### src/rtl/buck_pkg.sv
// Shared widths and saturation helpers for the buck converter controller.
// Used by the PID datapath and the PWM generator.
package buck_pkg;

    localparam int ADC_W    = 12;
    localparam int DUTY_W   = 10;
    localparam int ACC_W    = 32;
    localparam int SUM_W    = 48;
    localparam int ERR_W    = ADC_W + 1;
    localparam int DER_W    = ADC_W + 2;
    localparam int DUTY_MAX = (1 << DUTY_W) - 1;

    function automatic logic signed [ACC_W-1:0] sat_acc(
        input logic signed [ACC_W-1:0] v,
        input logic signed [ACC_W-1:0] lim
    );
        if (v > lim) begin
            return lim;
        end else if (v < -lim) begin
            return -lim;
        end else begin
            return v;
        end
    endfunction

    function automatic logic [DUTY_W-1:0] clamp_duty(input logic signed [SUM_W-1:0] v);
        if (v < 0) begin
            return '0;
        end else if (v > SUM_W'(DUTY_MAX)) begin
            return '1;
        end else begin
            return v[DUTY_W-1:0];
        end
    endfunction

endpackage

### src/rtl/buck_converter_if.sv
// ADC sample stream into the controller.
// adc_valid is a one-cycle strobe qualifying adc_data; there is no ready, every strobe is accepted.
interface buck_converter_if;
    import buck_pkg::*;

    logic [ADC_W-1:0] adc_data;
    logic             adc_valid;

    modport master (output adc_data, output adc_valid);
    modport slave  (input  adc_data, input  adc_valid);

endinterface

### src/rtl/buck_converter_pwm_generator.sv
// Fixed-frequency PWM: free-running counter, compare shadow-loaded at the period start,
// registered gate output.
module pwm_generator
    import buck_pkg::*;
#(
    parameter int PERIOD = 1000
) (
    input  logic              clk,
    input  logic              rst,
    input  logic [DUTY_W-1:0] duty,
    output logic              pwm_out
);

    localparam int CNT_W  = (PERIOD > 1) ? $clog2(PERIOD) : 1;
    localparam int PROD_W = DUTY_W + CNT_W;

    logic [CNT_W-1:0] cnt_q, cnt_d;
    logic [CNT_W-1:0] cmp_q, cmp_d;
    logic             pwm_q, pwm_d;
    logic [CNT_W-1:0] cmp_load;

    always_comb begin
        cmp_load = CNT_W'((PROD_W'(duty) * PROD_W'(PERIOD)) >> DUTY_W);
        cnt_d    = (cnt_q == CNT_W'(PERIOD - 1)) ? '0 : cnt_q + CNT_W'(1);
        cmp_d    = cmp_q;
        if (cnt_q == '0) begin
            cmp_d = cmp_load;
        end
        // Compare against the value in force for this period, including the one loaded now.
        // Full duty maps to PERIOD-1, so the last count of every period is always low.
        pwm_d = (cnt_q < cmp_d);
    end

    always_ff @(posedge clk) begin
        if (rst) begin
            cnt_q <= '0;
            cmp_q <= '0;
            pwm_q <= 1'b0;
        end else begin
            cnt_q <= cnt_d;
            cmp_q <= cmp_d;
            pwm_q <= pwm_d;
        end
    end

    assign pwm_out = pwm_q;

endmodule

### src/rtl/buck_converter_top.sv
// Closed-loop buck controller: ADC sample -> PID on (V_REF - sample) -> 10-bit duty -> PWM.
// Two-stage pipeline: sample stage updates error/integral/derivative, PID stage updates duty.
module buck_converter_top
    import buck_pkg::*;
#(
    parameter int                CLK_FREQ  = 100_000_000,
    parameter int                PWM_FREQ  = 100_000,
    parameter logic [ADC_W-1:0]  V_REF     = 12'd2048,
    parameter logic [15:0]       KP        = 16'd100,
    parameter logic [15:0]       KI        = 16'd10,
    parameter logic [15:0]       KD        = 16'd5,
    parameter int                OUT_SHIFT = 8,
    parameter int                INT_LIMIT = 2 ** 20
) (
    input  logic              clk,
    input  logic              rst,
    buck_converter_if.slave   adc,
    output logic              pwm_out,
    output logic [ADC_W-1:0]  voltage_monitor,
    output logic [DUTY_W-1:0] duty_cycle_monitor
);

    localparam int PERIOD = CLK_FREQ / PWM_FREQ;

    localparam logic signed [ACC_W-1:0] LIM  = ACC_W'(INT_LIMIT);
    localparam logic signed [SUM_W-1:0] KP_S = SUM_W'(KP);
    localparam logic signed [SUM_W-1:0] KI_S = SUM_W'(KI);
    localparam logic signed [SUM_W-1:0] KD_S = SUM_W'(KD);

    logic [ADC_W-1:0]        voltage_q, voltage_d;
    logic signed [ERR_W-1:0] error_q, error_d;
    logic signed [DER_W-1:0] deriv_q, deriv_d;
    logic signed [ACC_W-1:0] integral_q, integral_d;
    logic                    pid_vld_q, pid_vld_d;
    logic [DUTY_W-1:0]       duty_q, duty_d;

    logic signed [ERR_W-1:0] err_new;
    logic signed [DER_W-1:0] err_new_x, err_old_x;
    logic signed [ACC_W-1:0] err_acc;
    logic signed [SUM_W-1:0] e_s, i_s, d_s, u_sum, u_shift;

    // error_q doubles as prev_error: it always holds the error of the last accepted sample.
    always_comb begin
        voltage_d  = voltage_q;
        error_d    = error_q;
        deriv_d    = deriv_q;
        integral_d = integral_q;
        pid_vld_d  = adc.adc_valid;

        err_new   = $signed({1'b0, V_REF}) - $signed({1'b0, adc.adc_data});
        err_new_x = DER_W'(err_new);
        err_old_x = DER_W'(error_q);
        err_acc   = ACC_W'(err_new);

        if (adc.adc_valid) begin
            voltage_d  = adc.adc_data;
            error_d    = err_new;
            deriv_d    = err_new_x - err_old_x;
            integral_d = sat_acc(integral_q + err_acc, LIM);
        end
    end

    always_comb begin
        e_s     = SUM_W'(error_q);
        i_s     = SUM_W'(integral_q);
        d_s     = SUM_W'(deriv_q);
        u_sum   = KP_S * e_s + KI_S * i_s + KD_S * d_s;
        u_shift = u_sum >>> OUT_SHIFT;
        duty_d  = duty_q;
        if (pid_vld_q) begin
            duty_d = clamp_duty(u_shift);
        end
    end

    always_ff @(posedge clk) begin
        if (rst) begin
            voltage_q  <= '0;
            error_q    <= '0;
            deriv_q    <= '0;
            integral_q <= '0;
            pid_vld_q  <= 1'b0;
            duty_q     <= '0;
        end else begin
            voltage_q  <= voltage_d;
            error_q    <= error_d;
            deriv_q    <= deriv_d;
            integral_q <= integral_d;
            pid_vld_q  <= pid_vld_d;
            duty_q     <= duty_d;
        end
    end

    pwm_generator #(.PERIOD(PERIOD)) u_pwm (
        .clk     (clk),
        .rst     (rst),
        .duty    (duty_q),
        .pwm_out (pwm_out)
    );

    assign voltage_monitor    = voltage_q;
    assign duty_cycle_monitor = duty_q;

endmodule

### src/flat_wrapper.sv
// flat-port wrapper written by rule: the top's interface ports become plain ports
module buck_converter_top_flat import buck_pkg::*;
#(
    parameter int                CLK_FREQ  = 100_000_000,
    parameter int                PWM_FREQ  = 100_000,
    parameter logic [ADC_W-1:0]  V_REF     = 12'd2048,
    parameter logic [15:0]       KP        = 16'd100,
    parameter logic [15:0]       KI        = 16'd10,
    parameter logic [15:0]       KD        = 16'd5,
    parameter int                OUT_SHIFT = 8,
    parameter int                INT_LIMIT = 2 ** 20
)
  (clk, rst, pwm_out, voltage_monitor, duty_cycle_monitor, adc_adc_data, adc_adc_valid);
  buck_converter_if adc_i ();
  input  logic clk;
  input  logic rst;
  output logic pwm_out;
  output logic [ADC_W-1:0] voltage_monitor;
  output logic [DUTY_W-1:0] duty_cycle_monitor;
  input wire logic [$bits(adc_i.adc_data)-1:0] adc_adc_data;
  input wire logic [$bits(adc_i.adc_valid)-1:0] adc_adc_valid;
  assign adc_i.adc_data = adc_adc_data;
  assign adc_i.adc_valid = adc_adc_valid;
  buck_converter_top #(.CLK_FREQ(CLK_FREQ), .PWM_FREQ(PWM_FREQ), .V_REF(V_REF), .KP(KP), .KI(KI), .KD(KD), .OUT_SHIFT(OUT_SHIFT), .INT_LIMIT(INT_LIMIT)) u_core (.clk(clk), .rst(rst), .adc(adc_i), .pwm_out(pwm_out), .voltage_monitor(voltage_monitor), .duty_cycle_monitor(duty_cycle_monitor));
endmodule
### config.mk
export PLATFORM = sky130hd
export DESIGN_NAME = buck_converter_top_flat
export DESIGN_NICKNAME = d
export VERILOG_FILES = /design/src/rtl/buck_pkg.sv /design/src/rtl/buck_converter_if.sv /design/src/rtl/buck_converter_pwm_generator.sv /design/src/rtl/buck_converter_top.sv /design/src/flat_wrapper.sv
export SDC_FILE = /design/constraint.sdc
export NUM_CORES = 1
export LEC_CHECK = 0
export CAP_MARGIN = 20
export CELL_PAD_IN_SITES_DETAIL_PLACEMENT = 0
export CELL_PAD_IN_SITES_GLOBAL_PLACEMENT = 1
export CORE_ASPECT_RATIO = 0.5
export CORE_UTILIZATION = 55
export DETAILED_ROUTE_END_ITERATION = 10
export DONT_BUFFER_PORTS = 1
export GPL_ROUTABILITY_DRIVEN = 0
export PLACE_DENSITY = 0.84
export REMOVE_ABC_BUFFERS = 1
export SETUP_SLACK_MARGIN = 0.2
export SLEW_MARGIN = 15
export SYNTH_ARGS = -nofsm -noshare
export SYNTH_HDL_FRONTEND = slang
export SYNTH_SLANG_ARGS = --single-unit
### constraint.sdc
create_clock -name clk -period 20.1 [get_ports clk]
set_input_delay 6.03 -clock clk [delete_from_list [all_inputs] [get_ports clk]]
set_output_delay 6.03 -clock clk [all_outputs]
set_load 0.02 [all_outputs]
==> results.py <==
metrics = {
    "clock_network": {
        "cts_resized": 0,
        "clk_path_buf_depth": 2,
        "ctsHoldBuffers": 0,
        "clock-sinks": 102,
        "cts_root_buffer": "clkbuf_16",
        "clkTransAtPathRegs_ns": 0.07,
        "htree_levels": 3,
        "cts_buffers": 9,
        "clock_latency_ns": 0.39,
        "cts_tree": "yes",
        "postCtsSetupBuffers": 0,
    },
    "worst_setup_path": {
        "critPathMostFrequentCell": "ha_1",
        "startpoint": "adc_adc_data[0]",
        "ff2ff_setup_slack_ns": 11.26,
        "worstPathRequired_ns": 20.38,
        "worstReg2RegEnd": "u_core.duty_cycle_monitor[8]",
        "cp-end-kind": "register",
        "max_stage_delay_ns": 0.82,
        "worstPathMaxFanout": 20,
        "crit_type": "in -> reg",
        "crit_arrival_ns": 12.11,
        "rr_worst_depth": 31,
        "crit_end": "u_core.integral_q[14]",
        "worstReg2RegStart": "u_core.error_q[3]",
        "crit_chain": "inv_1 -> ha_1 -> nand2_1 -> or3_1 -> or3_1 -> o41a_1 -> buf_8 -> ha_1 -> a41o_1 -> a221o_1 -> a21o_1 -> a21oi_1 -> nand2_1 -> a22o_2 -> or4_1 -> nor4_1 -> nand3b_1 -> ha_1 -> nor2_1 -> a32o_1",
        "cp_slowest_cell": "ha_1",
        "startpoint_type": "input port",
    },
    "yosys": {
        "async_flop_share_pct": 0,
        "synth_warnings": 0,
        "synth_cell_types": 83,
        "synth_ff_type": "dfxtp_1",
        "synth-edff-count": 0,
        "synth_area_leader_cell": "ha_1",
        "ys_seq_elements": 102,
        "synth.most_common_cell": "inv_1",
        "synth.avg_cell_area_um2": 8.43,
        "synth_common_cells": "inv_1 (272), ha_1 (269), nor2_1 (126)",
        "syn-instance-count": 1842,
        "synthTopCellsByArea": "ha_1 (22%), fa_1 (14%), dfxtp_1 (13%), inv_1 (6.6%), xnor2_1 (4.1%)",
        "synth_top_area_share_pct": 21.7,
        "netlist_area_mm2": 0.0155,
        "ys_seq_area_share_pct": 13.2,
    },
    "sta": {
        "worstMarginPinSlew_ns": 0.986,
        "setup_viol": 0,
        "timing.final.crit_share_pct": 58.9,
        "clock_skew_ns": 0.0160,
        "hold_viol_final": 0,
        "layout_setup_ws_ns": 8.27,
        "rsz0062_at_grt": "no",
        "slew_violations": 0,
        "relSlewSlack_pct": 32.6,
        "fmax_mhz": 84.5,
        "layout_min_cycle_time_ns": 11.83,
        "setup-tns-final_ns": 0,
    },
    "power": {
        "ir_drop_uv": 102,
        "total_power_mw": 1.85,
        "leakage_nw": 8.07,
        "p_per_area_mw_per_mm2": 115,
    },
    "route": {
        "wl_met1_mm": 19.6,
        "routed_wl_mm": 37.2,
        "dr.pass1.iters": 6,
        "routed_via_density": 5.82,
        "drt-initial-drc-count": 795,
        "vias": 12800,
        "antenna_left": 0,
        "dr_wl_met3_mm": 1.66,
        "top_layer_used": "met4",
        "drcViolationCount": 0,
        "dr_wl_met2_mm": 15.6,
        "wl_per_cell_um": 17.0,
    },
    "global_routing": {
        "grt_pass1_vias": 12600,
        "grt_usage_pct": 27.0,
        "grt_pass1_wl_mm": 62.5,
        "grt_overflow_total": 0,
        "grt_max_degree": 50,
        "antenna_found_initial": 0,
    },
    "final_layout": {
        "diodes": 0,
        "post_route_cells_drive_above_1_share_pct": 3.37,
        "num-fill-cells": 2556,
        "seqCellArea_mm2": 0.00204,
        "fin_nets": 2203,
        "syn2layout_area_growth_pct": 3.45,
        "multi_input_area_mm2": 0.0122,
        "stdcell_count": 2194,
    },
    "floorplanning": {
        "row_count": 43,
        "die_h_um": 121,
        "dieArea_mm2": 0.0289,
        "core_area_mm2": 0.0277,
        "io_pins": 38,
        "start_util_pct": 56.0,
        "die-width_um": 240,
    },
    "hold_path": {
        "worstHoldPathCells": 2,
        "min_path_type": "reg -> reg",
    },
    "place": {
        "io_buffers": 0,
        "hpwlAfterDp_mm": 30.6,
        "placed_cells": 2177,
        "dpl_worst_slack_ns": 7.76,
    },
    "run": {
        "maxCapViolCount": 0,
    },
    "status": {
        "status": "completed",
    },
}
-- power breakdown --
| group | switching [mW] | internal, mW | total, mW |
|---|---|---|---|
| Sequential | 0.0539 | 0.231 | 0.285 |
| Combinational | 0.808 | 0.572 | 1.38 |
| Clock | 0.0962 | 0.0882 | 0.184 |
-- kinds of logic after synthesis --
logic type / share of synthesized area (%)
mux: 1.95
flops: 13.2
buf+inv: 8.62
fa+ha+maj: 36.1
compound gates: 20.7
xor+xnor: 6.38
simple gates: 13.0
-- worst min path at each step --
stage	startpoint	slack (ns)	to
after floorplan	u_core.u_pwm.cmp_q[0]	0.44	u_core.u_pwm.cmp_q[0]
after global placement	u_core.u_pwm.cmp_q[0]	0.47	u_core.u_pwm.cmp_q[0]
after detailed placement	u_core.u_pwm.cmp_q[8]	0.48	u_core.u_pwm.cmp_q[8]
after CTS	u_core.deriv_q[11]	0.49	u_core.deriv_q[11]
after global routing	u_core.deriv_q[11]	0.51	u_core.deriv_q[11]
final	u_core.deriv_q[10]	0.49	u_core.deriv_q[10]
-- registers in the layout (all words and copies together) (netlist names) --
| signal | flops |
|---|---|
| u_core.duty_cycle_monitor | 10 |
| u_core.u_pwm.pwm_out | 1 |
| u_core.u_pwm.cmp_q | 10 |
| u_core.voltage_monitor | 11 |
| u_core.error_q | 13 |
| u_core.u_pwm.cnt_q | 10 |
| u_core.pid_vld_q | 1 |
| u_core.integral_q | 32 |
| u_core.deriv_q | 14 |
-- routing by layer --
| layer | vias up | GRT usage (%) |
|---|---|---|
| met5 | - | 0 |
| met4 | 0 | 5.05 |
| met3 | 22 | 3.86 |
| met2 | 252 | 41.1 |
| met1 | 6131 | 40.4 |
| li1 | 6373 | - |
-- area by class of cell --
cell class | count | area share (%)
Clock buffer | 9 | 1.40
Multi-Input combinational cell | 1414 | 75.7
Sequential cell | 102 | 12.7
Clock inverter | 7 | 0.460
Tap cell | 382 | 2.98
Inverter | 273 | 6.38
Timing Repair Buffer | 7 | 0.374
-- metrics by stage --
step	hold slack (ns)	util, %	instance area [um2]
after floorplan	0.442	-	15200
after global placement	0.471	56.8	15700
final	0.490	58.0	16100
after CTS	0.495	57.9	16000
after global routing	0.514	58.0	16100
after detailed placement	0.478	56.8	15700
-- placed cells by master (no fill, tap or decap), types with 6 or more instances in the layout --
master     count
or3_1         14
o41ai_2       12
or4_1          7
o21a_1        27
fa_1         112
inv_1        272
dfxtp_1      101
nor3_1        25
o21bai_1      18
mux2i_1       28
a31oi_1       17
o21ai_0       93
nor2b_1       20
and3_1        16
a2111oi_0      6
nand2_1      109
nand4_1       20
a21oi_1      119
a32o_1         6
ha_1         269
a22o_1        10
nand3_1       37
a211oi_1      19
nor2_1       125
o211ai_1      13
nand2b_1      15
xnor2_1       71
o2111ai_1      8
buf_4          6
clkbuf_16      9
a21boi_0      10
a21o_1        36
o31ai_1       10
xor2_1        41
-- worst max-delay path: cells and delay by family --
kind,cells,cell delay [ns]
AO/OA/AOI/OAI,7,2.19
adder cells (fa/ha/maj),3,1.41
buffers and inverters,2,0.33
AND/OR/NAND/NOR,8,2.13
Note: power is estimated with default switching activity, not from simulation.
